==> src/rtl/pulse_sequence_monitor_if.sv <==
// Pulse code bus from the pulse generator: 8-bit code plus trigger.
interface pulse_sequence_monitor_if;
  logic [7:0] signal_in;
  logic       trigger_in;

  modport master (output signal_in, output trigger_in);
  modport slave  (input  signal_in, input  trigger_in);
endinterface

==> src/rtl/pulse_sequence_monitor.sv <==
// Receive-side checker for the R/M/W pulse bus: phase split, length, order check, lock.
// Optional trigger-position check is built when PULSE_TRIG_CHECK_EN is defined.
module pulse_sequence_monitor #(
  parameter int LEN_W    = 22,
  parameter int SEQ_LOCK = 2
) (
  input  logic                   clk_in,
  input  logic                   rst_n,
  pulse_sequence_monitor_if.slave bus,
  input  logic                   clear_in,
  output logic                   phase_valid,
  output logic [3:0]             phase_slot,
  output logic [7:0]             phase_code,
  output logic [LEN_W-1:0]       phase_len,
  output logic                   locked,
  output logic                   seq_err,
  output logic                   trig_err,
  output logic [15:0]            err_count,
  output logic [31:0]            seq_count
);
  localparam logic [7:0] CODE_SYNC = 8'h89;
  localparam logic [3:0] LOCK_N    = 4'(SEQ_LOCK);

  typedef enum logic {HUNT, TRACK} state_t;

  state_t           state, state_n;
  logic [7:0]       sig_q;
  logic [LEN_W-1:0] run;
  logic [3:0]       exp_slot, exp_slot_n;
  logic [3:0]       good, good_n;
  logic             ph_end, match;
  logic             acc, se, te, seq_inc, lock_set, lock_clr;
  logic [3:0]       acc_slot;
  logic [1:0]       err_inc;
  logic [16:0]      err_sum;

  // Slot table: odd slots are M (81), slots 2 mod 4 are W (85), the rest R/W variants.
  function automatic logic [7:0] exp_code(input logic [3:0] s);
    logic [7:0] c;
    if (s[0])      c = 8'h81;
    else if (s[1]) c = 8'h85;
    else begin
      case (s[3:2])
        2'd0:    c = 8'h89;
        2'd1:    c = 8'h91;
        2'd2:    c = 8'hA1;
        default: c = 8'h83;
      endcase
    end
    return c;
  endfunction

  assign ph_end = (bus.signal_in != sig_q);
  assign match  = (sig_q == exp_code(exp_slot));

  always_comb begin
    state_n    = state;
    exp_slot_n = exp_slot;
    good_n     = good;
    acc        = 1'b0;
    acc_slot   = exp_slot;
    se         = 1'b0;
    seq_inc    = 1'b0;
    lock_set   = 1'b0;
    lock_clr   = 1'b0;
    if (ph_end) begin
      if (state == HUNT) begin
        if (sig_q == CODE_SYNC) begin
          acc        = 1'b1;
          acc_slot   = 4'd0;
          exp_slot_n = 4'd1;
          state_n    = TRACK;
        end
      end else if (match) begin
        acc        = 1'b1;
        exp_slot_n = exp_slot + 4'd1;
        if (exp_slot == 4'd15) begin
          seq_inc  = 1'b1;
          good_n   = (good == 4'd15) ? good : good + 4'd1;
          lock_set = (good_n >= LOCK_N);
        end
      end else begin
        se       = 1'b1;
        lock_clr = 1'b1;
        good_n   = 4'd0;
        // A sync code out of place restarts the sequence instead of dropping lock-in.
        if (sig_q == CODE_SYNC) begin
          acc        = 1'b1;
          acc_slot   = 4'd0;
          exp_slot_n = 4'd1;
        end else begin
          state_n = HUNT;
        end
      end
    end
  end

`ifdef PULSE_TRIG_CHECK_EN
  logic trig_want;
  // Trigger belongs on the first cycle of slot 6, i.e. as an accepted slot 5 hands over to 85.
  assign trig_want = ph_end && match && (exp_slot == 4'd5) && (bus.signal_in == 8'h85);
  assign te        = (state == TRACK) && (bus.trigger_in != trig_want);
`else
  logic unused_trig;
  assign unused_trig = bus.trigger_in;
  assign te          = 1'b0;
`endif

  assign err_inc = {1'b0, se} + {1'b0, te};
  assign err_sum = {1'b0, err_count} + {15'd0, err_inc};

  always_ff @(posedge clk_in or negedge rst_n) begin
    if (!rst_n) begin
      state    <= HUNT;
      exp_slot <= 4'd1;
      good     <= 4'd0;
    end else begin
      state    <= state_n;
      exp_slot <= exp_slot_n;
      good     <= good_n;
    end
  end

  always_ff @(posedge clk_in or negedge rst_n) begin
    if (!rst_n) begin
      sig_q       <= 8'h00;
      run         <= LEN_W'(1);
      phase_valid <= 1'b0;
      phase_slot  <= 4'd0;
      phase_code  <= 8'h00;
      phase_len   <= '0;
      locked      <= 1'b0;
      seq_err     <= 1'b0;
      trig_err    <= 1'b0;
      err_count   <= 16'd0;
      seq_count   <= 32'd0;
    end else begin
      sig_q       <= bus.signal_in;
      run         <= ph_end ? LEN_W'(1) : ((&run) ? run : run + LEN_W'(1));
      phase_valid <= acc;
      seq_err     <= se;
      trig_err    <= te;
      if (acc) begin
        phase_slot <= acc_slot;
        phase_code <= sig_q;
        phase_len  <= run;
      end
      if (lock_clr)      locked <= 1'b0;
      else if (lock_set) locked <= 1'b1;
      if (clear_in) begin
        err_count <= 16'd0;
        seq_count <= 32'd0;
      end else begin
        err_count <= err_sum[16] ? 16'hFFFF : err_sum[15:0];
        if (seq_inc) seq_count <= seq_count + 32'd1;
      end
    end
  end
endmodule

==> src/flat_wrapper.sv <==
// flat-port wrapper written by rule: the top's interface ports become plain ports
module pulse_sequence_monitor_flat 
#(
  parameter int LEN_W    = 22,
  parameter int SEQ_LOCK = 2
)
  (clk_in, rst_n, clear_in, phase_valid, phase_slot, phase_code, phase_len, locked, seq_err, trig_err, err_count, seq_count, bus_signal_in, bus_trigger_in);
  pulse_sequence_monitor_if bus_i ();
  input  logic clk_in;
  input  logic rst_n;
  input  logic clear_in;
  output logic phase_valid;
  output logic [3:0] phase_slot;
  output logic [7:0] phase_code;
  output logic [LEN_W-1:0] phase_len;
  output logic locked;
  output logic seq_err;
  output logic trig_err;
  output logic [15:0] err_count;
  output logic [31:0] seq_count;
  input wire logic [$bits(bus_i.signal_in)-1:0] bus_signal_in;
  input wire logic [$bits(bus_i.trigger_in)-1:0] bus_trigger_in;
  assign bus_i.signal_in = bus_signal_in;
  assign bus_i.trigger_in = bus_trigger_in;
  pulse_sequence_monitor #(.LEN_W(LEN_W), .SEQ_LOCK(SEQ_LOCK)) u_core (.clk_in(clk_in), .rst_n(rst_n), .bus(bus_i), .clear_in(clear_in), .phase_valid(phase_valid), .phase_slot(phase_slot), .phase_code(phase_code), .phase_len(phase_len), .locked(locked), .seq_err(seq_err), .trig_err(trig_err), .err_count(err_count), .seq_count(seq_count));
endmodule
==> config.mk <==
export PLATFORM = sky130hd
export DESIGN_NAME = pulse_sequence_monitor_flat
export DESIGN_NICKNAME = d
export VERILOG_FILES = /design/src/rtl/pulse_sequence_monitor_if.sv /design/src/rtl/pulse_sequence_monitor.sv /design/src/flat_wrapper.sv
export SDC_FILE = /design/constraint.sdc
export NUM_CORES = 1
export LEC_CHECK = 0
export BUFFER_PORTS_ARGS = -buffer_cell sky130_fd_sc_hd__buf_2
export CORE_MARGIN = 8
export CORE_UTILIZATION = 62
export CTS_CLUSTER_SIZE = 16
export DETAILED_ROUTE_END_ITERATION = 8
export GPL_ROUTABILITY_DRIVEN = 0
export PLACE_DENSITY = 0.95
export SYNTH_ARGS = -nofsm -noshare
export SYNTH_HDL_FRONTEND = slang
export SYNTH_SLANG_ARGS = --single-unit
==> constraint.sdc <==
create_clock -name clk_in -period 8.2 [get_ports clk_in]
set_input_delay 1.23 -clock clk_in [delete_from_list [all_inputs] [get_ports clk_in]]
set_output_delay 1.23 -clock clk_in [all_outputs]
set_load 0.02 [all_outputs]
==> results of run 1 <==
## cell type report
cell class / instances / area [µm²]
Timing Repair Buffer: 99 / 508
Tap cell: 136 / 170
Clock inverter: 14 / 145
Inverter: 17 / 63.8
Multi-Input combinational cell: 451 / 3110
Sequential cell: 124 / 3110
Fill cell: 689 / 2700
Clock buffer: 18 / 428
## cell usage in the layout (no fill, tap or decap), types with 4 or more instances in the layout
| master | n |
|---|---|
| dfrtp_1 | 122 |
| inv_1 | 15 |
| clkinvlp_4 | 4 |
| o21ai_0 | 10 |
| or4_1 | 10 |
| buf_2 | 94 |
| mux2_1 | 33 |
| o21ai_1 | 13 |
| mux2_4 | 21 |
| xnor2_1 | 14 |
| clkbuf_16 | 16 |
| clkinv_2 | 4 |
| xor2_1 | 9 |
| nor4b_1 | 4 |
| buf_4 | 5 |
| nand2_1 | 37 |
| nor3_1 | 26 |
| o31ai_1 | 8 |
| a21o_1 | 4 |
| nand2b_1 | 5 |
| nor2_1 | 56 |
| or3_1 | 5 |
| and4_1 | 9 |
| a31oi_1 | 6 |
| nand4_1 | 26 |
| nand3_1 | 24 |
| ha_1 | 6 |
| nor4_1 | 13 |
| nor2b_1 | 23 |
| and2_1 | 4 |
| and3_1 | 15 |
| a21oi_1 | 26 |
## power by group through the flow
stage               Combinational, W  Sequential, W  Clock [W]
detailed placement         0.0000527       0.000634          0
floorplan                  0.0000235       0.000638          0
global placement           0.0000506       0.000634          0
global route               0.0000580       0.000624   0.000752
CTS                        0.0000531       0.000624   0.000727
finish                     0.0000522       0.000624   0.000717
## worst register-to-register path, cell delays in order, from the launching register on
cell and delay, ns:
dfrtp_1 0.47, or3_4 0.45, nor3b_1 0.19, o32ai_4 0.26
buf_4 0.47, o21ai_1 0.21, inv_2 0.15, ha_1 0.20
nand4_1 0.24, nor4_2 0.56, nand3_1 0.43, and3_1 0.34
a221oi_1 0.27
## cells in the mapped netlist, types with 10 or more instances
master    instances
nand4_1          26
inv_1            15
nor4_1           13
or4_1            10
xnor2_1          14
mux2_4           21
and3_1           15
clkbuf_1         21
dfrtp_1         122
nor3_1           26
a21oi_1          26
nor2b_1          23
o21ai_1          12
mux2_1           33
nand3_1          24
nor2_1           56
nand2_1          37
o21ai_0          11
## sequential cells by signal, indices dropped and copies added (netlist names), 4 cells and up
| signal | cells |
|---|---|
| u_core.exp_slot | 4 |
| u_core.run | 22 |
| u_core.err_count | 16 |
| u_core.phase_len | 22 |
| u_core.good | 4 |
| u_core.sig_q | 8 |
| u_core.phase_code | 8 |
| u_core.seq_count | 32 |
| u_core.phase_slot | 4 |
## stage by stage
step / utilization / total power (W)
2_1_floorplan: - / 0.000662
3_3_place_gp: 0.680 / 0.000685
3_5_place_dp: 0.680 / 0.000687
4_1_cts: 0.736 / 0.00140
5_1_grt: 0.736 / 0.00143
6_report: 0.736 / 0.00139
## cell families after synthesis
kind of cell | count (synthesis)
muxes | 58
and+or+nand+nor | 271
AOI/OAI and AO/OA | 92
buffers and inverters | 51
adders and majority gates | 6
other | 1
xor gates and xnor gates | 23
DFF | 124
## worst max-delay path by stage
stage,startpoint,endpoint,slack [ns],cells past startpoint
after floorplan,bus_signal_in[6],u_core.err_count[9],4.56,11
after global placement,bus_signal_in[6],u_core.err_count[9],3.74,12
after detailed placement,bus_signal_in[3],u_core.err_count[9],3.45,12
after CTS,u_core.exp_slot[2],u_core.err_count[9],3.91,12
after global routing,u_core.exp_slot[2],u_core.err_count[9],3.51,12
final,u_core.exp_slot[2],u_core.err_count[9],3.84,12
## routing by layer
metal	vias up	routed length, µm	global-route usage
li1	2452	-	-
met1	2673	6320	0.275
met2	251	8060	0.390
met3	34	1030	0.0571
met4	0	344	0.0897
met5	-	0	0
==> results.yml, run 1 <==
cells_and_area:
  nNetsFinal: 728
  final_area_um2: 7530
  n_antenna_cell: 0
  finalNonFillerCells: 859
  area_growth_pct: 16.6
  drive_above_1_share: 0.230
global_route:
  gr-usage-all-layers: 0.230
  grt_max_degree: 76
  grt_pass1_vias: 5328
  grt_first_pass_wirelength_mm: 26.6
  antenna_found_initial: 0
  grt-ovfl-total: 0
logic_synthesis:
  yosys_warnings: 0
  synth_cells: 626
  synth_xor_area_frac: 0.0312
  synthArstFlopShare: 1.00
  synthAdderAreaFrac: 0.0116
  syn_area_um2: 6450
  syn_nets: 644
  synthDistinctLibCells: 62
  synth_compound_area_frac: 0.0925
  yosysTopAreaCellShare: 0.473
  ys_seq_area_frac: 0.481
  muxShareOfSynthArea: 0.113
  synth-simple-area-share: 0.231
  synth_edf_count: 0
  ys_ff_latch: 124
  synth_top_cell_by_area: "dfrtp_1"
  synth_area_per_cell_um2: 10.3
  synth_area_leaders: "dfrtp_1, mux2_1, mux2_4"
  synth_top_family_by_area: "simple AND/OR/NAND/NOR gates"
  synth_flop_cell: "dfrtp_1"
power:
  combPwrFrac: 0.037
  switchingPower_w: 0.000319
  irDropWorstVdd_mv: 0.136
  clock_power_share: 0.515
  p_per_area_nw_per_um2: 185
  power.share.sequential: 0.448
  p_int_w: 0.00107
  p_sw_frac: 0.229
  cellLeakagePower_nw: 3.58
sta:
  finalCriticalPeriod_ns: 4.36
  fin_crit_sh: 0.532
  rsz0062_at_grt: "no"
  hold_viol: 0
  holdWs_ns: 0.462
  setup_viol: 0
  worst_pin_slew_ns: 1.28
  relSlewSlack: 0.150
  slew_violations: 0
  layout_setup_ws_ns: 3.84
  fmax_mhz: 229
  skew_ns: 0.00929
  fin_tns_setup_ns: 0
setup_path:
  critPathSlowestCell: "nor4_2"
  crit_family: "simple AND/OR/NAND/NOR gates"
  critPathBufInv: 2
  critPathMaxStageDelay_ns: 0.56
  r2r_start: "u_core.exp_slot[2]"
  cp-end-kind: "flip-flop"
  path_cells: "or3_4, nor3b_1, o32ai_4, buf_4, o21ai_1, inv_2, ha_1, nand4_1, nor4_2, nand3_1, and3_1, a221oi_1"
  r2r_end: "u_core.err_count[9]"
  path_class: "reg -> reg"
  reg2reg_slack_ns: 3.84
  worst_setup_path_start_kind: "flip-flop"
  reg2reg_depth: 12
  cp_max_fo: 48
  crit_required_ns: 8.60
  arrival_ns: 4.76
clock_tree:
  clockBufferDepth: 2
  path_clk_slew_ns: 0.06
  cts_tree: "built"
  cts_htree_levels: 4
  root_buffer: "clkbuf_8"
  postCtsSetupBuffers: 0
  numClockSinks: 124
  clk_latency_ns: 0.53
  cts_hold_buf: 0
  cts_buffers: 17
  ctsResizeCount: 0
drt:
  vias_per_cell: 6.30
  drc: 0
  wl_per_cell_um: 18.3
  drtIter0Drc: 551
  firstDrtPassIters: 6
  vias: 5410
  finalWirelength_mm: 15.8
  ant_nets: 0
worst_hold_path:
  whs_path_depth: 1
  holdCritPathClass: "reg -> reg"
  min_from: "u_core.phase_code[7]"
  min_to: "u_core.phase_code[7]"
placement:
  dp_cells: 827
  portBuffers: 95
  place_hpwl_mm: 10.7
  pre_cts_slack_ns: 3.45
  dpl_cell_area_um2: 6950
die:
  coreArea_um2: 10200
  fp-row-count: 37
  die_w_um: 118
  start_util: 0.631
  die_h_um: 118
  io_pins: 98
  dieArea_um2: 13900
run_status:
  status: "finished, final reports clean"
flow_run:
  max_cap_violations: 0
(Power assumes the default switching activity.)
==> inputs of run 2 (changes only) <==
Settings changed: ABC_AREA set to 1, CORE_UTILIZATION 62 to 57, PLACE_DENSITY 0.95 to 0.89.
Clock period 8.2 ns to 4.1 ns, I/O delays scaled along.
==> results.yml, run 2 <==
flow_run:
  max_cap_violations: 0
logic_synthesis:
  ys_seq_area_frac: 0.482
  synthArstFlopShare: 1.00
  syn_area_um2: 6440
  ys_ff_latch: 124
  synth_edf_count: 0
  synth_area_leaders: "dfrtp_1, nand2_1, inv_1"
  synth.most_common_cell: "nand2_1"
  synth_area_per_cell_um2: 7.68
  yosys_warnings: 0
  yosysTopAreaCellShare: 0.474
  synth.top_cells.by_count: "nand2_1, dfrtp_1, inv_1, nor2_1, nand3_1"
  synthDistinctLibCells: 42
  syn_nets: 856
  synth_cells: 838
  synth_flop_cell: "dfrtp_1"
  synth_top_cell_by_area: "dfrtp_1"
drt:
  finalWirelength_mm: 16.4
  ant_nets: 0
  firstDrtPassIters: 5
  drtIter0Drc: 528
  vias: 5959
  wl_per_cell_um: 15.0
  vias_per_cell: 5.45
  drc: 0
clock_tree:
  clockBufferDepth: 2
  postCtsSetupBuffers: 0
  cts_buffers: 17
  cts_hold_buf: 0
  clk_latency_ns: 0.43
  path_clk_slew_ns: 0.05
  root_buffer: "clkbuf_16"
  ctsResizeCount: 0
  cts_htree_levels: 4
  numClockSinks: 124
  cts_tree: "built"
placement:
  dpl_cell_area_um2: 7010
  place_hpwl_mm: 11.3
  dp_cells: 1062
  pre_cts_slack_ns: 0.734
  portBuffers: 95
global_route:
  gr-usage-all-layers: 0.229
  grt_pass1_vias: 5853
  grt_first_pass_wirelength_mm: 27.3
  antenna_found_initial: 0
  grtUsageMet3: 0.0561
  use_met2: 0.379
  grt_max_degree: 73
  busiest_layer: "met2"
  met1_usage: 0.275
  grt-ovfl-total: 0
cells_and_area:
  final_common_cell: "nand2_1"
  layout_common_cells: "nand2_1, dfrtp_1, inv_1"
  fin_util: 0.675
  largest_reg_flops: 32
  largest_registers: "u_core.seq_count x32, u_core.phase_len x22, u_core.run x22"
  n_antenna_cell: 0
  nNetsFinal: 956
  largest_register: "u_core.seq_count"
  area_growth_pct: 17.7
  drive_above_1_share: 0.167
  finalNonFillerCells: 1094
  final_area_um2: 7580
power:
  p_per_area_nw_per_um2: 377
  irDropWorstVdd_mv: 0.298
  cellLeakagePower_nw: 3.79
setup_path:
  cp-end-kind: "flip-flop"
  crit_top_cell: "nand2_1"
  cp_max_fo: 10
  r2r_start: "u_core.exp_slot[0]"
  r2r_end: "u_core.err_count[9]"
  reg2reg_depth: 23
  crit_required_ns: 4.46
  path_cells: "inv_1, ha_1, inv_1, nand2_1, nand2_1, nor2_1, nand2_1, inv_1, nand2_1, nor2_4, nor2_1, buf_4, ha_1, nand2_1, nor2_1, inv_1, nor3_2, nand3_1, nor2_2, nand2_1, nand3_1, nand2_1, inv_1"
  arrival_ns: 3.78
  path_class: "reg -> reg"
  worst_setup_path_start_kind: "flip-flop"
  critPathMaxStageDelay_ns: 0.61
  reg2reg_slack_ns: 0.68
  crit_family: "simple AND/OR/NAND/NOR gates"
  critPathSlowestCell: "dfstp_2"
  critPathBufInv: 6
die:
  start_util: 0.574
  die_w_um: 122
  dieArea_um2: 15000
  io_pins: 98
  coreArea_um2: 11200
  die_h_um: 122
  fp-row-count: 39
sta:
  relSlewSlack: 0.323
  worst_pin_slew_ns: 1.01
  finalCriticalPeriod_ns: 3.42
  slew_violations: 0
  rsz0062_at_grt: "no"
  skew_ns: 0.00946
  fin_tns_setup_ns: 0
  hold_viol: 0
  layout_setup_ws_ns: 0.677
  fmax_mhz: 292
  fin_crit_sh: 0.835
  setup_viol: 0
run_status:
  status: "finished, final reports clean"
worst_hold_path:
  holdCritPathClass: "in -> async"
==> run 2: power by group <==
group / internal (W) / leakage (nW) / switching, W
Combinational: 0.0000445 / 1.83 / 0.000108
Sequential: 0.00125 / 1.69 / 0.0000199
Clock: 0.000910 / 0.276 / 0.000531
Total: 0.00220 / 3.79 / 0.000658
==> run 2: cell type report <==
class,instances,area [µm²]
clock buffers,26,509
clock inverters,6,60.1
fillers,905,3640
inverters,118,443
multi-input cells,579,2770
flip-flops and latches,124,3110
well taps,143,179
repair buffers,98,513
==> run 2: per-layer routing <==
layer  part of all wire  wire length [µm]
met3              0.069              1120
met4              0.028               458
met1               0.42              6790
met5                  0                 0
met2               0.49              7980
==> run 2: how the worst max path moves through the flow <==
stage                       start                   end  slack [ns]  cells past startpoint
2_1_floorplan  u_core.exp_slot[0]  u_core.err_count[14]        1.30                     21
3_3_place_gp     bus_signal_in[3]   u_core.err_count[9]        0.84                     22
3_5_place_dp     bus_signal_in[5]   u_core.err_count[9]        0.73                     22
4_1_cts        u_core.exp_slot[0]   u_core.err_count[9]        0.71                     23
5_1_grt        u_core.exp_slot[0]   u_core.err_count[5]        0.40                     23
6_report       u_core.exp_slot[0]   u_core.err_count[9]        0.68                     23
==> run 2: metrics by stage <==
step / power, W / hold WS (ns)
2_1_floorplan: 0.00137 / 0.319
3_3_place_gp: 0.00143 / 0.448
3_5_place_dp: 0.00144 / 0.461
4_1_cts: 0.00287 / 0.314
5_1_grt: 0.00294 / 0.320
6_report: 0.00286 / 0.324
==> run 2: cell families (layout without fill, tap and decap cells) <==
| family | Yosys count | after routing | share of synthesized area |
|---|---|---|---|
| fa+ha+maj | 6 | 6 | 0.0117 |
| compound gates | 110 | 110 | 0.0911 |
| buf+inv | 135 | 248 | 0.0873 |
| flops | 124 | 124 | 0.482 |
| other cells | 1 | 1 | 0.000582 |
| simple gates | 443 | 443 | 0.301 |
| xor+xnor | 19 | 19 | 0.0258 |
